==> src/rtl/sar_adc_pkg.sv <==
// Shared types for the multi-channel SAR ADC controller: sequencer states and
// the channel-index width helper.
package sar_adc_pkg;

  typedef enum logic [2:0] {
    StIdle,
    StSettle,
    StTrial,
    StAcc,
    StOut
  } sar_state_e;

  // A single-channel build still needs a 1-bit select.
  function automatic int unsigned ch_idx_w(input int unsigned n);
    return (n > 1) ? $clog2(n) : 1;
  endfunction

endpackage

==> src/rtl/sar_adc_trial.sv <==
// Bit-trial engine: walks the DAC code MSB to LSB, one bit per SETTLE_CYC+1 cycles,
// started by go and reporting fin on the cycle the LSB decision is made.
module sar_adc_trial
  import sar_adc_pkg::*;
#(
  parameter int unsigned ADC_WIDTH  = 8,
  parameter int unsigned SETTLE_CYC = 2
) (
  input  logic                 clk,
  input  logic                 rst,
  input  logic                 go,
  input  logic                 cmp,
  output logic [ADC_WIDTH-1:0] dac,
  output logic [ADC_WIDTH-1:0] result,
  output logic                 fin
);

  localparam int unsigned CntW = $clog2(SETTLE_CYC + 1);
  localparam int unsigned BitW = $clog2(ADC_WIDTH);

  logic                 active_q, active_d;
  logic [BitW-1:0]      bit_q, bit_d, bit_dec;
  logic [CntW-1:0]      cnt_q, cnt_d;
  logic [ADC_WIDTH-1:0] dac_q, dac_d, result_q, result_d, kept;
  logic                 slot_end;

  always_comb begin
    slot_end = active_q && (cnt_q == CntW'(SETTLE_CYC));
    fin      = slot_end && (bit_q == '0);
    bit_dec  = bit_q - 1'b1;
    kept     = dac_q;
    if (slot_end && !cmp) kept[bit_q] = 1'b0;

    active_d = active_q;
    bit_d    = bit_q;
    cnt_d    = cnt_q;
    dac_d    = dac_q;
    result_d = result_q;

    if (go) begin
      active_d             = 1'b1;
      bit_d                = BitW'(ADC_WIDTH - 1);
      cnt_d                = '0;
      dac_d                = '0;
      dac_d[ADC_WIDTH-1]   = 1'b1;
    end else if (active_q) begin
      if (fin) begin
        active_d = 1'b0;
        dac_d    = '0;
        result_d = kept;
      end else if (slot_end) begin
        bit_d          = bit_dec;
        cnt_d          = '0;
        dac_d          = kept;
        dac_d[bit_dec] = 1'b1;
      end else begin
        cnt_d = cnt_q + 1'b1;
      end
    end
  end

  always_ff @(posedge clk) begin
    if (rst) begin
      active_q <= 1'b0;
      bit_q    <= '0;
      cnt_q    <= '0;
      dac_q    <= '0;
      result_q <= '0;
    end else begin
      active_q <= active_d;
      bit_q    <= bit_d;
      cnt_q    <= cnt_d;
      dac_q    <= dac_d;
      result_q <= result_d;
    end
  end

  assign dac    = dac_q;
  assign result = result_q;

endmodule

==> src/rtl/sar_adc_mc.sv <==
// Multi-channel SAR ADC sequencer: scans masked channels in ascending order.
// Define SAR_ADC_MC_AVG_EN to average 2^AVG_LOG2 passes per channel.
module sar_adc_mc
  import sar_adc_pkg::*;
#(
  parameter int unsigned ADC_WIDTH  = 8,
  parameter int unsigned CH_NUM     = 4,
  parameter int unsigned SETTLE_CYC = 2,
  parameter int unsigned AVG_LOG2   = 2
) (
  input  logic                          clk,
  input  logic                          rst,
  input  logic                          start,
  input  logic [CH_NUM-1:0]             ch_mask,
  input  logic                          cmp,
  output logic [ch_idx_w(CH_NUM)-1:0]   mux_sel,
  output logic [ADC_WIDTH-1:0]          DACF,
  output logic                          busy,
  output logic                          eoc,
  output logic                          den,
  output logic [ADC_WIDTH-1:0]          Dout,
  output logic [ch_idx_w(CH_NUM)-1:0]   Dch,
  output logic                          done
);

`ifdef SAR_ADC_MC_AVG_EN
  localparam int unsigned AvgShift = AVG_LOG2;
`else
  localparam int unsigned AvgShift = 0;
`endif
  localparam int unsigned ChW   = ch_idx_w(CH_NUM);
  localparam int unsigned AccW  = ADC_WIDTH + AvgShift;
  localparam int unsigned PassW = AvgShift + 1;
  localparam int unsigned CntW  = $clog2(SETTLE_CYC + 1);

  sar_state_e           state_q, state_d;
  logic                 start_q;
  logic [CH_NUM-1:0]    mask_q, mask_d;
  logic [ChW-1:0]       ch_q, ch_d, dch_q, dch_d, first_idx, next_idx;
  logic [CntW-1:0]      settle_q, settle_d;
  logic [PassW-1:0]     pass_q, pass_d;
  logic [AccW-1:0]      acc_q, acc_d, sum;
  logic [ADC_WIDTH-1:0] dout_q, dout_d, result;
  logic                 den_q, den_d, next_found, go, fin;

  sar_adc_trial #(
    .ADC_WIDTH (ADC_WIDTH),
    .SETTLE_CYC(SETTLE_CYC)
  ) u_trial (
    .clk   (clk),
    .rst   (rst),
    .go    (go),
    .cmp   (cmp),
    .dac   (DACF),
    .result(result),
    .fin   (fin)
  );

  // Descending loops so the lowest qualifying index is the one that sticks.
  always_comb begin
    first_idx  = '0;
    next_idx   = '0;
    next_found = 1'b0;
    for (int i = CH_NUM - 1; i >= 0; i--) begin
      if (ch_mask[i]) first_idx = ChW'(i);
      if (mask_q[i] && (i > int'(ch_q))) begin
        next_idx   = ChW'(i);
        next_found = 1'b1;
      end
    end
  end

  always_comb begin
    state_d  = state_q;
    mask_d   = mask_q;
    ch_d     = ch_q;
    settle_d = settle_q;
    pass_d   = pass_q;
    acc_d    = acc_q;
    dout_d   = dout_q;
    dch_d    = dch_q;
    den_d    = den_q;
    go       = 1'b0;
    sum      = acc_q + AccW'(result);

    unique case (state_q)
      StIdle: begin
        if (start && !start_q && (|ch_mask)) begin
          state_d  = StSettle;
          mask_d   = ch_mask;
          ch_d     = first_idx;
          settle_d = '0;
          pass_d   = '0;
          acc_d    = '0;
          den_d    = 1'b0;
        end
      end
      StSettle: begin
        if (settle_q == CntW'(SETTLE_CYC - 1)) begin
          state_d = StTrial;
          go      = 1'b1;
        end else begin
          settle_d = settle_q + 1'b1;
        end
      end
      StTrial: begin
        if (fin) state_d = StAcc;
      end
      StAcc: begin
        if (pass_q == PassW'((1 << AvgShift) - 1)) begin
          state_d = StOut;
          dout_d  = ADC_WIDTH'(sum >> AvgShift);
          dch_d   = ch_q;
          den_d   = 1'b1;
          acc_d   = '0;
          pass_d  = '0;
        end else begin
          state_d = StTrial;
          acc_d   = sum;
          pass_d  = pass_q + 1'b1;
          go      = 1'b1;
        end
      end
      StOut: begin
        if (next_found) begin
          state_d  = StSettle;
          ch_d     = next_idx;
          settle_d = '0;
        end else begin
          state_d = StIdle;
        end
      end
      default: state_d = StIdle;
    endcase
  end

  always_ff @(posedge clk) begin
    if (rst) begin
      state_q  <= StIdle;
      start_q  <= 1'b0;
      mask_q   <= '0;
      ch_q     <= '0;
      settle_q <= '0;
      pass_q   <= '0;
      acc_q    <= '0;
      dout_q   <= '0;
      dch_q    <= '0;
      den_q    <= 1'b0;
    end else begin
      state_q  <= state_d;
      start_q  <= start;
      mask_q   <= mask_d;
      ch_q     <= ch_d;
      settle_q <= settle_d;
      pass_q   <= pass_d;
      acc_q    <= acc_d;
      dout_q   <= dout_d;
      dch_q    <= dch_d;
      den_q    <= den_d;
    end
  end

  assign busy    = (state_q != StIdle);
  assign eoc     = (state_q == StOut);
  assign done    = eoc && !next_found;
  assign mux_sel = ch_q;
  assign Dout    = dout_q;
  assign Dch     = dch_q;
  assign den     = den_q;

endmodule

==> config.mk <==
export PLATFORM = sky130hd
export DESIGN_NAME = sar_adc_mc
export DESIGN_NICKNAME = d
export VERILOG_FILES = /design/src/rtl/sar_adc_pkg.sv /design/src/rtl/sar_adc_trial.sv /design/src/rtl/sar_adc_mc.sv
export SDC_FILE = /design/constraint.sdc
export NUM_CORES = 1
export LEC_CHECK = 0
export ABC_AREA = 0
export CAP_MARGIN = 25
export CORE_ASPECT_RATIO = 1.4
export CORE_MARGIN = 2
export CORE_UTILIZATION = 48
export DETAILED_ROUTE_END_ITERATION = 12
export PLACE_DENSITY_LB_ADDON = 0.3
export SLEW_MARGIN = 15
export SYNTH_ARGS = -nofsm -noshare
export SYNTH_HDL_FRONTEND = slang
export SYNTH_SLANG_ARGS = --single-unit
==> constraint.sdc <==
create_clock -name clk -period 1.6 [get_ports clk]
set_clock_uncertainty 0.1 [all_clocks]
set_input_delay 0.32 -clock clk [delete_from_list [all_inputs] [get_ports clk]]
set_output_delay 0.32 -clock clk [all_outputs]
set_load 0.02 [all_outputs]
# --- Yosys cells after proc, flatten, opt, wreduce, memory -nomap -nowiden ---
# Cells that the tools add are included.
op_classes:
  n_mux: 51
  n_div: 0
  reduce_logical: 38
  magnitude_cmp: 7
  n_bitwise: 6
  add_sub_neg: 5
  shifts: 0
  n_mul: 0
  n_eq_ne: 13
ops:
  columns: ["op", "n"]
  rows:
  - ["$mux W8", 7]
  - ["$mux W2", 13]
  - ["$mux W3", 8]
  - ["$pmux W8 S2", 1]
  - ["$pmux W3 S5", 1]
  - ["$reduce_and A3 Y1", 5]
  - ["$mux W1", 14]
  - ["$ne A2 B2 Y1 const B", 6]
  - ["$reduce_and A2 Y1", 6]
  - ["$logic_and A1 B1 Y1", 11]
  - ["$reduce_bool A2 Y1", 5]
  - ["$reduce_bool A3 Y1", 3]
  - ["$add A8 B8 Y8", 1]
  - ["$and A8 B8 Y8", 1]
  - ["$lt A3 B4 Y1 const B", 2]
  - ["$not A8 Y8", 1]
  - ["$or A8 B8 Y8", 1]
  - ["$demux W1 S3", 2]
  - ["$eq A3 B2 Y1 const B", 2]
  - ["$ge A3 B1 Y1 const B", 2]
  - ["$logic_not A3 Y1", 2]
  - ["$pmux W1 S2", 3]
  - ["$pmux W2 S3", 1]
  - ["$add A2 B1 Y2 const B", 2]
  - ["other kinds (15)", 20]
word_totals:
  memories: 0
  out_inout_bits: 24
  inputBits: 8
  latchBits: 0
  ramBits: 0
  elab_cells: 136
  romBits: 0
  regBits: 54

# --- Depth between registers and ports, before layout ---
depth:
  word_depth: 12
  ltp_mapped: 7
  mapped_depth_nobuf: 6

# --- Modules after synthesis ---
# Synthesis repeated with hierarchy kept, for this count alone.
unflattened:
  cells_unflattened: 231
  hier_area_um2: 2187.1
by_module_without_submodules:
  columns: ["mod", "seq_area_each_um2", "cells_each", "area_each_um2", "n_inst"]
  rows:
  - ["sar_adc_trial", 440.4, 124, 1167.4, 1]
  - ["sar_adc_mc", 440.4, 107, 1019.7, 1]

# --- Worst setup path before layout ---
# Ideal clock, no wire load.
synth_path:
  path_type: "register to register"
  from: "register state_q[2]"
  to: "register settle_q[0]"
  t_arrival_ns: 1.610
  n_path_buf: 1
  t_required_ns: 1.377
  period_less_slack_ns: 1.833
  setup_ns: 0.123
  path_stages_with_launch: 6
  setup_slack_ns: -0.233
  path_cell_list: "dfxtp_1 -> buf_2 -> nor3b_2 -> nand4_1 -> nand3_1 -> mux2_1"
synth_between:
  elab_chain_len: 3
  word_cells_on_any_way: 9
  classes_between: "eq/ne (5); mux (1); reduce/logical (3)"
synth_rtl:
  columns: ["element", "line_no", "source"]
  rows:
  - ["start, declared", "sar_adc_mc.sv:36", "sar_state_e state_q, state_d;"]
  - ["start signal, assigned", "sar_adc_mc.sv:139", "state_q <= StIdle;"]
  - ["start signal, assigned", "sar_adc_mc.sv:150", "state_q <= state_d;"]
  - ["$eq A3 B3 Y1 *", null, null]
  - ["via eoc", "sar_adc_mc.sv:19", "output logic eoc,"]
  - ["$ne A2 B1 Y1 (no source line) / $reduce_bool A3 Y1 (equally long branches)", null, null]
  - ["$reduce_and A4 Y1 (no source line)", null, null]
  - ["end signal, assigned", "sar_adc_mc.sv:154", "settle_q <= settle_d;"]
  - ["end, declared", "sar_adc_mc.sv:40", "logic [CntW-1:0] settle_q, settle_d;"]
# The timed path passes the listed nets; every way through them passes the cells marked *.
# A chain may end at the register's enable or synchronous reset.

# --- Worst setup path in the final report ---
layout_path:
  from: "register ch_q[0], in the netlist mux_sel[0]"
  to: "output done"
layout_between:
  elab_chain_len: 7
  word_cells_on_any_way: 11
  classes_between: "order compare (3); mux (3); reduce/logical (5)"
layout_rtl:
  columns: ["element", "line_no", "source"]
  rows:
  - ["start, declared", "sar_adc_mc.sv:39", "logic [ChW-1:0] ch_q, ch_d, dch_q, dch_d, first_idx, next_idx;"]
  - ["start signal, assigned", "sar_adc_mc.sv:153", "ch_q <= ch_d;"]
  - ["$gt A2 B2 Y1", "sar_adc_mc.sv:66", "if (mask_q[i] && (i > int'(ch_q))) begin"]
  - ["$logic_and A1 B1 Y1", "sar_adc_mc.sv:66", null]
  - ["$mux W1 (2 in series)", "sar_adc_mc.sv:66", null]
  - ["$mux W1 *", "sar_adc_mc.sv:66", null]
  - ["$logic_not A1 Y1 *", "sar_adc_mc.sv:165", "assign done = eoc && !next_found;"]
  - ["$logic_and A1 B1 Y1 *", "sar_adc_mc.sv:165", null]
  - ["end, declared", "sar_adc_mc.sv:23", "output logic done"]
# Every way passes the cells marked *; elsewhere a longest branch is shown, timed or not.

==> run metrics <==
async set-reset flop share out of synthesis 0%; launch instance of the worst min-delay path den; start-to-end type of the worst setup path register to output pin; cts hold-fix bufs 0; hold-critical path depth 2; Cell Pwr Density 701.4 mW/mm²; remaining number of nets flagged by the antenna check after routing 0; clock latency of the later-clocked register in the worst-skew pair 0.30 ns; number of H-tree branching levels 2; Initial Utilization 49.64%; total track usage 22.57%; Final Instance Area 0.003080 mm²; num rows 28; post-detailed-route DRC marker count 0; Bufs and invs on worst path 2; clock sinks 44; Slew HR 74.74%; number of antenna violations at the first check in global routing 0; Worst-path clk slew 0.08 ns; ordered cell list for the critical path or3b_4, nand4_1, inv_1, buf_6; Hold Slack 0.3767 ns; Critical R2R Capture mask_q[3]; Final Net Count 310; vias in the first global route 1850; Ant. Diodes 0; max-slew violation total from the final report 0; average cell area after synthesis 9.154 µm²; met1 Resource Use GR 24.95%; Yosys warning count 0; predominant post-synthesis flop cell sky130_fd_sc_hd__dfxtp_1; area of the die 0.004899 mm²; Worst Path Max Fanout 3; Worst Hold End den; Worst Path Required 1.18 ns; Boundary Pins 32; worst reg2reg path startpoint state_q[2]; area of the mapped netlist 0.002087 mm²; TritonCTS clock tree done; Final Util 73.27%; worst reg2reg path depth 6; global-route track usage on met2 40.00%; met3 track utilization from global routing 4.882%; remaining global-route overflow 0; commonest non-fill, non-tap cell in the layout sky130_fd_sc_hd__buf_4; final setup violating endpoints 8; run status complete, but fails checks; Die Height 82.02 µm; Lkg Pwr 1.306 nW; largest delay contributor family on the critical path simple AND/OR/NAND/NOR gates; data arrival at the endpoint of the critical path 1.35 ns; Placeable Area 0.004204 mm²; Port Buf Inserts 31; reported max-cap violation count 0; share of layout cells above drive strength 1 35.45%; Netlist cell types 44; crit start category register; Final Hold Violating Endpoints 0; half-perimeter wire length after placement 3571 µm; most frequent cells in the layout sky130_fd_sc_hd__buf_4 (33), sky130_fd_sc_hd__dfxtp_1 (31), sky130_fd_sc_hd__nor2_1 (28); final critical delay including setup and external delays 1.773 ns; number of detailed-route iterations in the first pass 4; wire length of the first global-routing pass 8314 µm; EDFF count, synth 0; clock buffer count from CTS 5; synth top area cells sky130_fd_sc_hd__dfxtp_1 (42%), sky130_fd_sc_hd__mux2i_1 (9.1%), sky130_fd_sc_hd__nor2_1 (5.4%), sky130_fd_sc_hd__a21oi_1 (4.1%), sky130_fd_sc_hd__nand2b_1 (2.7%); setup slack of the critical path after layout -0.1731 ns; Hold Crit Class register to register; overall die width 59.73 µm; cell accounting for the most synthesized area sky130_fd_sc_hd__dfxtp_1; Cells after Synth 228; Slowest Stage Delay on Critical Path 0.39 ns; R2R Setup Slk -0.04 ns; Worst Tran Pin Value 0.3775 ns; failing checks setup timing; maximum number of pins on one net before global-route repair 24; maximum root-to-sink buffer count 2; peak-usage layer in the global routing report met2; unrepaired setup endpoints after global routing true; endpoint type of the worst setup path output pin; CTS root buffer sky130_fd_sc_hd__clkbuf_8; sequential fraction of the synthesis area 42.21%; post-synthesis register bit count 44; post-synth net total 239; wirelength, routed 5177 µm; final weighted congestion in routability-driven placement 0.9310; worst vdd rail ir drop 0.4895 mV; maximum clock frequency 0.5640 GHz; layout overhead on the synthesized area 47.60%; area share of the largest cell type after synthesis 42.21%; via density per instance 5.587; highest-delay cell along the critical path sky130_fd_sc_hd__or3b_4; violation count after the first detailed-route iteration 40; WL/cell 15.05 µm; via count 1922; dpl cell area 0.002743 mm²; post-route clock period utilization 110.8%
[power by group]
group,internal [mW],switching (mW)
Sequential,1.12,0.0211
Combinational,0.177,0.170
Clock,0.296,0.380
[metal layers]
metal | vias to the layer above | wire length (µm)
li1 | 960 | -
met1 | 902 | 2030
met2 | 47 | 2829
met3 | 13 | 159
met4 | 0 | 158
met5 | - | 0
[sequential cells by signal, indices dropped and copies added (netlist names), 2 cells and up]
| name | cells |
|---|---|
| state_q | 3 |
| u_trial.bit_q | 3 |
| Dch | 2 |
| u_trial.dac | 8 |
| mux_sel | 2 |
| mask_q | 3 |
| Dout | 8 |
| u_trial.cnt_q | 2 |
| settle_q | 2 |
| u_trial.result | 8 |
[worst register-to-register path, delay by kind of cell (launching register included)]
family                 cells  cell delay, ns
and+or+nand+nor            3            0.63
buffers and inverters      2            0.25
muxes                      1            0.23
DFF                        1            0.33
[through the flow]
| stage | TNS, ns | std cells | total power, mW | setup slack, ns |
|---|---|---|---|---|
| 2_1_floorplan | -0.09212 | 228 | 1.322 | -0.08084 |
| 4_1_cts | -0.4527 | 341 | 2.138 | -0.1999 |
| 5_1_grt | -1.344 | 344 | 2.245 | -0.2116 |
| 6_report | -0.3981 | 344 | 2.161 | -0.1731 |
| 3_3_place_gp | -8.043 | 331 | 1.448 | -0.5362 |
| 3_5_place_dp | -8.556 | 331 | 1.454 | -0.5437 |
[kinds of logic (layout without fill, tap and decap cells)]
group           count (synthesis)  in the layout  synth area share [%]
compound gates                 47             47                 15.23
flops                          44             44                 42.21
mux                            21             21                 10.19
simple gates                   88             88                 24.40
xor+xnor                        4              4                 1.679
buf+inv                        21             92                 4.496
fa+ha+maj                       3              3                 1.799
[repair_timing]
| action | in CTS | in global routing |
|---|---|---|
| hold endpoints to repair | 0 | 0 |
| pin swaps | 7 | 13 |
| setup endpoints to repair | 45 | 28 |
| resized for setup | 59 | 42 |
| setup buffers | 3 | 4 |
[how the worst max path moves through the flow]
stage / startpoint / end / slack [ns] / depth (start not counted)
2_1_floorplan: state_q[2] / settle_q[0] / -0.08 / 5
3_3_place_gp: cmp / u_trial.dac[6] / -0.54 / 6
3_5_place_dp: cmp / u_trial.dac[6] / -0.54 / 6
4_1_cts: mux_sel[1] / done / -0.20 / 4
5_1_grt: mux_sel[0] / done / -0.21 / 4
6_report: mux_sel[0] / done / -0.17 / 4
[cell type report]
cell class              count  area, µm²
clock buffers               5      68.82
repair buffers             75      668.1
fillers                   320       1124
flip-flops and latches     44      899.6
inverters                  10      40.04
well taps                  45      56.30
multi-input cells         163       1335
clock inverters             2      12.51
[synthesized netlist by cell type (2+ instances only)]
library cell,count
sky130_fd_sc_hd__nand2b_1,9
sky130_fd_sc_hd__o2bb2ai_1,4
sky130_fd_sc_hd__o21a_1,2
sky130_fd_sc_hd__buf_2,6
sky130_fd_sc_hd__nor2_1,30
sky130_fd_sc_hd__xnor2_1,2
sky130_fd_sc_hd__nand3b_1,3
sky130_fd_sc_hd__clkbuf_1,4
sky130_fd_sc_hd__a22o_1,4
sky130_fd_sc_hd__o21bai_1,2
sky130_fd_sc_hd__nand2_1,8
sky130_fd_sc_hd__or4_1,2
sky130_fd_sc_hd__xor2_1,2
sky130_fd_sc_hd__nor3_1,8
sky130_fd_sc_hd__nand4_1,2
sky130_fd_sc_hd__ha_1,3
sky130_fd_sc_hd__nand4bb_1,2
sky130_fd_sc_hd__nand3_1,6
sky130_fd_sc_hd__inv_1,10
sky130_fd_sc_hd__nor2b_1,4
sky130_fd_sc_hd__a21oi_1,17
sky130_fd_sc_hd__nor3_4,2
sky130_fd_sc_hd__o21ai_0,6
sky130_fd_sc_hd__and2_1,5
sky130_fd_sc_hd__dfxtp_1,44
sky130_fd_sc_hd__o31ai_1,3
sky130_fd_sc_hd__mux2i_1,19
sky130_fd_sc_hd__o31a_1,3
Power figures use the tool's default switching activity.
